==> src/rtl/calc_ctrl.sv <==
// -----------------------------------------------------------------------------
// calc_ctrl
//
// Sequencer for the button calculator datapath. It conditions the execute and
// clear push buttons into single-cycle press pulses, launches one ALU operation
// per execute press, waits out the ALU latency and writes the result back into
// the accumulator (which also drives the LEDs).
//
// Optional build macro: CALC_DEBOUNCE_EN
//   Defined   -> each synchronised button needs DEB_CYCLES consecutive equal
//                samples before its conditioned level changes.
//   Undefined -> conditioned level is the synchronised level; no debounce
//                counters exist.
//
// Ports:
//   clk           system clock, rising edge
//   reset         synchronous active-high reset
//   btnd          raw execute button (asynchronous)
//   btnu          raw clear-accumulator button (asynchronous)
//   op_code[3:0]  operation from the button encoder
//   sw            operand B switches (sign-extended to DATA_WIDTH)
//   alu_op[3:0]   registered operation presented to the ALU
//   alu_a         operand A, always the accumulator
//   alu_b         operand B, sign-extended sw captured at launch
//   alu_result    ALU result, valid ALU_LAT cycles after operands are driven
//   led           accumulator bits [SW_WIDTH-1:0]
//   busy          high while an operation is in flight
//   result_valid  one-cycle pulse when the accumulator takes an ALU result
// -----------------------------------------------------------------------------
module calc_ctrl #(
    parameter int DATA_WIDTH = 32,
    parameter int SW_WIDTH   = 16,
    parameter int ALU_LAT    = 1,
    parameter int DEB_CYCLES = 4
) (
    input  logic                  clk,
    input  logic                  reset,
    input  logic                  btnd,
    input  logic                  btnu,
    input  logic [3:0]            op_code,
    input  logic [SW_WIDTH-1:0]   sw,
    output logic [3:0]            alu_op,
    output logic [DATA_WIDTH-1:0] alu_a,
    output logic [DATA_WIDTH-1:0] alu_b,
    input  logic [DATA_WIDTH-1:0] alu_result,
    output logic [SW_WIDTH-1:0]   led,
    output logic                  busy,
    output logic                  result_valid
);

    typedef enum logic [1:0] {
        ST_IDLE = 2'd0,
        ST_EXEC = 2'd1,
        ST_WB   = 2'd2
    } state_t;

    localparam int CNT_W = (ALU_LAT > 1) ? $clog2(ALU_LAT) : 1;

    // Catch nonsensical parameter sets at elaboration time.
    if (ALU_LAT < 1 || DEB_CYCLES < 1 || SW_WIDTH > DATA_WIDTH) begin : g_param_check
        $error("calc_ctrl: illegal parameter combination");
    end

    // -------------------------------------------------------------------------
    // Button path: bit 0 = execute (btnd), bit 1 = clear (btnu)
    // -------------------------------------------------------------------------
    logic [1:0] btn_raw;
    logic [1:0] sync1_q, sync1_d;
    logic [1:0] sync2_q, sync2_d;
    logic [1:0] level;              // conditioned button level
    logic [1:0] level_prev_q, level_prev_d;
    logic [1:0] press_p;
    logic       exe_p;
    logic       clr_p;

    assign btn_raw = {btnu, btnd};

    always_comb begin
        sync1_d      = btn_raw;
        sync2_d      = sync1_q;
        level_prev_d = level;
    end

    always_ff @(posedge clk) begin
        if (reset) begin
            sync1_q      <= '0;
            sync2_q      <= '0;
            level_prev_q <= '0;
        end else begin
            sync1_q      <= sync1_d;
            sync2_q      <= sync2_d;
            level_prev_q <= level_prev_d;
        end
    end

`ifdef CALC_DEBOUNCE_EN
    localparam int DEB_W = (DEB_CYCLES > 1) ? $clog2(DEB_CYCLES) : 1;

    genvar gi;
    generate
        for (gi = 0; gi < 2; gi++) begin : g_deb
            logic [DEB_W-1:0] cnt_q, cnt_d;
            logic             deb_q, deb_d;

            // The counter tracks how many consecutive samples have disagreed
            // with the current level; any agreeing sample restarts the count.
            always_comb begin
                cnt_d = cnt_q;
                deb_d = deb_q;
                if (sync2_q[gi] == deb_q) begin
                    cnt_d = '0;
                end else if (cnt_q == DEB_W'(DEB_CYCLES - 1)) begin
                    deb_d = sync2_q[gi];
                    cnt_d = '0;
                end else begin
                    cnt_d = cnt_q + DEB_W'(1);
                end
            end

            always_ff @(posedge clk) begin
                if (reset) begin
                    cnt_q <= '0;
                    deb_q <= 1'b0;
                end else begin
                    cnt_q <= cnt_d;
                    deb_q <= deb_d;
                end
            end

            assign level[gi] = deb_q;
        end
    endgenerate
`else
    assign level = sync2_q;
`endif

    // Rising edge of the conditioned level: one pulse per press, however long held.
    assign press_p = level & ~level_prev_q;
    assign exe_p   = press_p[0];
    assign clr_p   = press_p[1];

    // -------------------------------------------------------------------------
    // Sequencer
    // -------------------------------------------------------------------------
    state_t                state_q, state_d;
    logic [CNT_W-1:0]      cnt_q, cnt_d;
    logic [DATA_WIDTH-1:0] acc_q, acc_d;
    logic [3:0]            op_q, op_d;
    logic [DATA_WIDTH-1:0] b_q, b_d;
    logic                  rv_q, rv_d;
    logic [DATA_WIDTH-1:0] sw_sext;

    assign sw_sext = DATA_WIDTH'($signed(sw));

    always_comb begin
        state_d = state_q;
        cnt_d   = cnt_q;
        acc_d   = acc_q;
        op_d    = op_q;
        b_d     = b_q;
        rv_d    = 1'b0;

        case (state_q)
            ST_IDLE: begin
                // Clear outranks execute when both arrive together.
                if (clr_p) begin
                    acc_d = '0;
                end else if (exe_p) begin
                    op_d    = op_code;
                    b_d     = sw_sext;
                    cnt_d   = '0;
                    state_d = ST_EXEC;
                end
            end
            ST_EXEC: begin
                if (clr_p) begin
                    acc_d   = '0;
                    state_d = ST_IDLE;
                end else begin
                    cnt_d = cnt_q + CNT_W'(1);
                    if (cnt_q == CNT_W'(ALU_LAT - 1)) begin
                        state_d = ST_WB;
                    end
                end
            end
            ST_WB: begin
                // An abort on the write-back cycle discards the result.
                if (clr_p) begin
                    acc_d = '0;
                end else begin
                    acc_d = alu_result;
                    rv_d  = 1'b1;
                end
                state_d = ST_IDLE;
            end
            default: begin
                state_d = ST_IDLE;
            end
        endcase
    end

    always_ff @(posedge clk) begin
        if (reset) begin
            state_q <= ST_IDLE;
            cnt_q   <= '0;
            acc_q   <= '0;
            op_q    <= '0;
            b_q     <= '0;
            rv_q    <= 1'b0;
        end else begin
            state_q <= state_d;
            cnt_q   <= cnt_d;
            acc_q   <= acc_d;
            op_q    <= op_d;
            b_q     <= b_d;
            rv_q    <= rv_d;
        end
    end

    assign alu_op       = op_q;
    assign alu_a        = acc_q;
    assign alu_b        = b_q;
    assign led          = acc_q[SW_WIDTH-1:0];
    assign busy         = (state_q != ST_IDLE);
    assign result_valid = rv_q;

endmodule

==> config.mk <==
export PLATFORM = sky130hd
export DESIGN_NAME = calc_ctrl
export DESIGN_NICKNAME = d
export VERILOG_FILES = /design/src/rtl/calc_ctrl.sv
export SDC_FILE = /design/constraint.sdc
export NUM_CORES = 1
export LEC_CHECK = 0
export ABC_AREA = 1
export CAP_MARGIN = 5
export CORE_MARGIN = 3
export CORE_UTILIZATION = 38
export CTS_CLUSTER_DIAMETER = 200
export DETAILED_ROUTE_END_ITERATION = 12
export GPL_TIMING_DRIVEN = 0
export PLACE_DENSITY = 0.89
export SYNTH_ARGS = -nofsm -noshare
export SYNTH_HDL_FRONTEND = slang
export SYNTH_SLANG_ARGS = --single-unit
==> constraint.sdc <==
create_clock -name clk -period 1.4 [get_ports clk]
set_input_delay 0.28 -clock clk [delete_from_list [all_inputs] [get_ports clk]]
set_output_delay 0.28 -clock clk [all_outputs]
set_load 0.02 [all_outputs]
# Word-level counts from Yosys, hierarchy flattened
# Index checks and enable logic that the tools add are counted.
[word_totals] latch_bits=0 ram_bits=0 word_cells=44 output_inout_bits=86 romBits=0 input_bits=56 n_memories=0 regBits=62
[op_classes] n_eq_ne=7 multipliers=0 mux=13 bitwise_logic=4 add_sub_neg=1 order_cmp=0 shift=0 div=0 reduce_logical=10
[ops] op="$mux 32" count=2
[ops] op="$pmux 32 s2" count=1
[ops] op="$mux 2" count=4
[ops] op="$ne 2x2->1 const B" count=3
[ops] op="$reduce_and 3->1" count=2
[ops] op="$reduce_bool 2->1" count=3
[ops] op="$mux 1" count=4
[ops] op="$pmux 2 s2" count=1
[ops] op="$reduce_and 4->1" count=1
[ops] op="$reduce_or 2->1" count=2
[ops] op="$ne 3x3->1 const B" count=1
[ops] op="$and 2x2->2" count=1
[ops] op="$eq 2x1->1 const B" count=1
[ops] op="$eq 2x2->1 const B" count=1
[ops] op="$logic_not 2->1" count=1
[ops] op="$ne 2x1->1 const B" count=1
[ops] op="$not 1->1" count=2
[ops] op="$not 2->2" count=1
[ops] op="$pmux 1 s2" count=1
[ops] op="$reduce_and 2->1" count=1
[ops] op="$add 1x1->1 const B" count=1

# Longest topological paths before layout
[logic_depth] depth_word=5 mapped_depth=8 ltp_nobuf=7

# Worst setup path before layout
# OpenSTA, ideal clock, no wires.
[synth_path] path_type="reg2out" startpoint="reg alu_b[15] (netlist name)" endpoint="out alu_b[16]" path_buffers=1 setup_slack_ps=204 required_time_ps=1120 arrival_time_ps=916 path_stages_with_launch=2 path_cell_list="dfxtp_1 buf_4"
[synth_rtl] element="to (decl)" line_no="44" rtl="output logic [DATA_WIDTH-1:0] alu_b,"

==> summary.md <==
| Metric | Value |
|---|---|
| Largest net degree at the start of global routing | `11` |
| Via count | `~2.7k` |
| Initial antenna violation count | `0` |
| Post-DP Area | `0.00407 mm2` |
| Vias in the first global route | `2524` |
| Die width | `between 80 and 90 um` |
| Post-DP HPWL | `5610 um` |
| Commonest non-fill, non-tap cell in the layout | `nand2_1` |
| Worst reg2reg setup slack | `approximately 0.13 ns` |
| Cell Count, Final, Fillers Out | `584` |
| Post-synthesis sequential area ratio | `0.484` |
| Leakage | `roughly 2.3 nW` |
| Final worst-path cycle share | `0.982` |
| Final hold violations | `0` |
| Wire length of the first global-routing pass | `around 12000 um` |
| Layout cells sized above 1 | `0.209` |
| Cells after Synth | `345` |
| Post-Route WL | `7420 um` |
| Setup Skew | `0.0108 ns` |
| Post-route cell area | `about 0.0042 mm2` |
| Area of the multi-input gates | `861 um2` |
| Ports | `142` |
| # fillers | `560` |
| Least-Margin Pin Slew | `0.478 ns` |
| Fin. max-slew vios | `0` |
| Tmin final | `1.37 ns` |
| Most frequent cells in the layout | `nand2_1, dfxtp_1, clkdlybuf4s50_1` |
| Post-Synthesis Cell Area | `about 0.0026 mm2` |
| Yosys reg bits | `62` |
| Critical path class | `flip-flop to output port` |
| Final setup violation count | `0` |
| Layout area overhead | `65.4%` |
| Chip height | `88.1 um` |
| Class of the worst hold path | `input pin to flip-flop` |
| Nets | `559` |
| Maximum vdd ir drop | `around 0.46 mV` |
| Clock buffer depth | `2` |
| CORE AREA | `0.00646 mm2` |
| CTS tree | `built` |
| Initial Util | `0.397` |
| Placer Congestion | `0.747` |
| PortBufs | `141` |
| Inst Count DP | `563` |
| DRT Pass-1 Iters | `4` |
| Crit path capture type | `output port` |
| GRT Util Overall | `0.189` |
| Post-Syn Nets | `401` |
| Peak Freq | `slightly above 0.7 GHz` |
| GR Overflow Total | `0` |
| Storage cell area | `0.00124 mm2` |
| DRT iter0 DRCs | `104` |
| Root buffer cell | `clkbuf_8` |
| Die ar. | `between 0.007 and 0.008 mm2` |
| Required @ worst endpoint | `1.12 ns` |
| Residual DRC | `0` |
| DR WL/cell | `12.7 um` |
| Htree depth | `3` |
| Worst Path Arrival | `1.09 ns` |
| Overall Power | `a little under 4 mW` |
| Crit-path max FO | `6` |
| Antenna cells | `0` |
| MaxCap Viol Count | `0` |
| Post-CTS Hold Buffers | `0` |
| Crit path launch type | `flip-flop` |
| Run status | `complete, no violations` |
| Pwr/cell area | `between 900 and 1000 mW/mm2` |
| Sink Count | `62` |
| Synth cell types | `19` |
| Ys Warns | `0` |
| Clock transition at the registers of the reported paths | `0.07 ns` |
| CTS Buf Count | `9` |
| Max_slew headroom | `0.681` |
| FP Rows | `29` |
| Avg Cell Area, Syn | `about 7.4 um2` |
| Routed Antenna Nets | `0` |
| Vias per cell | `roughly 4.5` |
| Skew-Pair Late Insertion Delay | `0.33 ns` |
[cells in the mapped netlist]
| cell | n | share of area |
|---|---|---|
| buf_2 | 12 | 0.023 |
| clkbuf_1 | 2 | 0.0029 |
| nor4_1 | 1 | 0.0024 |
| nand2_2 | 2 | 0.0049 |
| inv_1 | 30 | 0.044 |
| nand3_2 | 1 | 0.0039 |
| inv_2 | 2 | 0.0029 |
| nand2_1 | 103 | 0.15 |
| nor2_4 | 1 | 0.0044 |
| nor2_1 | 50 | 0.073 |
| dfxtp_1 | 62 | 0.48 |
| buf_4 | 32 | 0.094 |
| nand4_1 | 26 | 0.063 |
| a21oi_1 | 7 | 0.014 |
| nor2_2 | 1 | 0.0024 |
| buf_6 | 2 | 0.0088 |
| inv_4 | 1 | 0.0024 |
| nand3_1 | 8 | 0.016 |
| buf_1 | 2 | 0.0029 |
[stage by stage]
step                hold slack, ns  worst slack [ns]  setup TNS, ns   util
floorplan                    0.349             0.204              0      -
global placement             0.392            -0.286         -14.04  0.630
detailed placement           0.401            -0.341         -16.77  0.630
CTS                          0.406          0.000698              0  0.646
global route                 0.284          -0.00699        -0.0120  0.657
finish                       0.257            0.0254              0  0.657
[sequential cells by signal (all words and copies together) (netlist names)]
name,cells
alu_a,32
alu_b,16
alu_op,4
level,2
level_prev_q,2
state_q,2
sync1_q,2
cnt_q,1
result_valid,1
[power breakdown]
| part | internal (mW) | switching [mW] |
|---|---|---|
| combinational | 0.312 | 0.266 |
| sequential | 1.81 | 0.0274 |
| clock | 0.829 | 0.615 |
| total | 2.95 | 0.909 |
[timing repair]
action / CTS / global route
resized for setup: 159 / 56
pin swaps: 1 / 2
buffers inserted: 5 / 0
cloned: 0 / 1
setup endpoints to repair: 86 / 59
[metal layers]
metal  global-route usage  vias to the layer above  share of wire
li1                     -                     1351              -
met1                0.221                     1193           0.40
met2                0.334                       87           0.52
met3               0.0263                       24          0.049
met4                0.102                        0          0.037
met5                    0                        -              0
[layout make-up]
type / count / area share
repair buffers: 147 / 0.324
flip-flops and latches: 62 / 0.294
multi-input cells: 200 / 0.203
plain buffers: 50 / 0.0832
clock buffers: 15 / 0.0440
inverters: 33 / 0.0298
well taps: 77 / 0.0227
[cell families (layout without fill, tap and decap cells)]
logic type,after synthesis,in the layout,share of synthesized area
buffers and inverters,83,245,0.181
DFF,62,62,0.484
AOI/OAI and AO/OA,7,7,0.0137
and+or+nand+nor,193,193,0.321
[worst max-delay path: stages, from the launching register on]
cell and delay [ns]:
dfxtp_4 0.38, buf_4 0.14, buf_4 0.13, buf_6 0.12
[final timing paths]
kind                           startpoint                      to  depth (start not counted)
setup / recovery   alu_b[15]$_SDFFE_PP0P_               alu_b[30]                          3
hold / removal                      reset  alu_a[26]$_SDFFE_PP0P_                          2
setup reg to reg  state_q[1]$_SDFFE_PP0P_   alu_b[2]$_SDFFE_PP0P_                          7
hold reg to reg     sync1_q[0]$_SDFF_PP0_     level[0]$_SDFF_PP0_                          2
No activity file was read; power rests on OpenSTA's default activity.
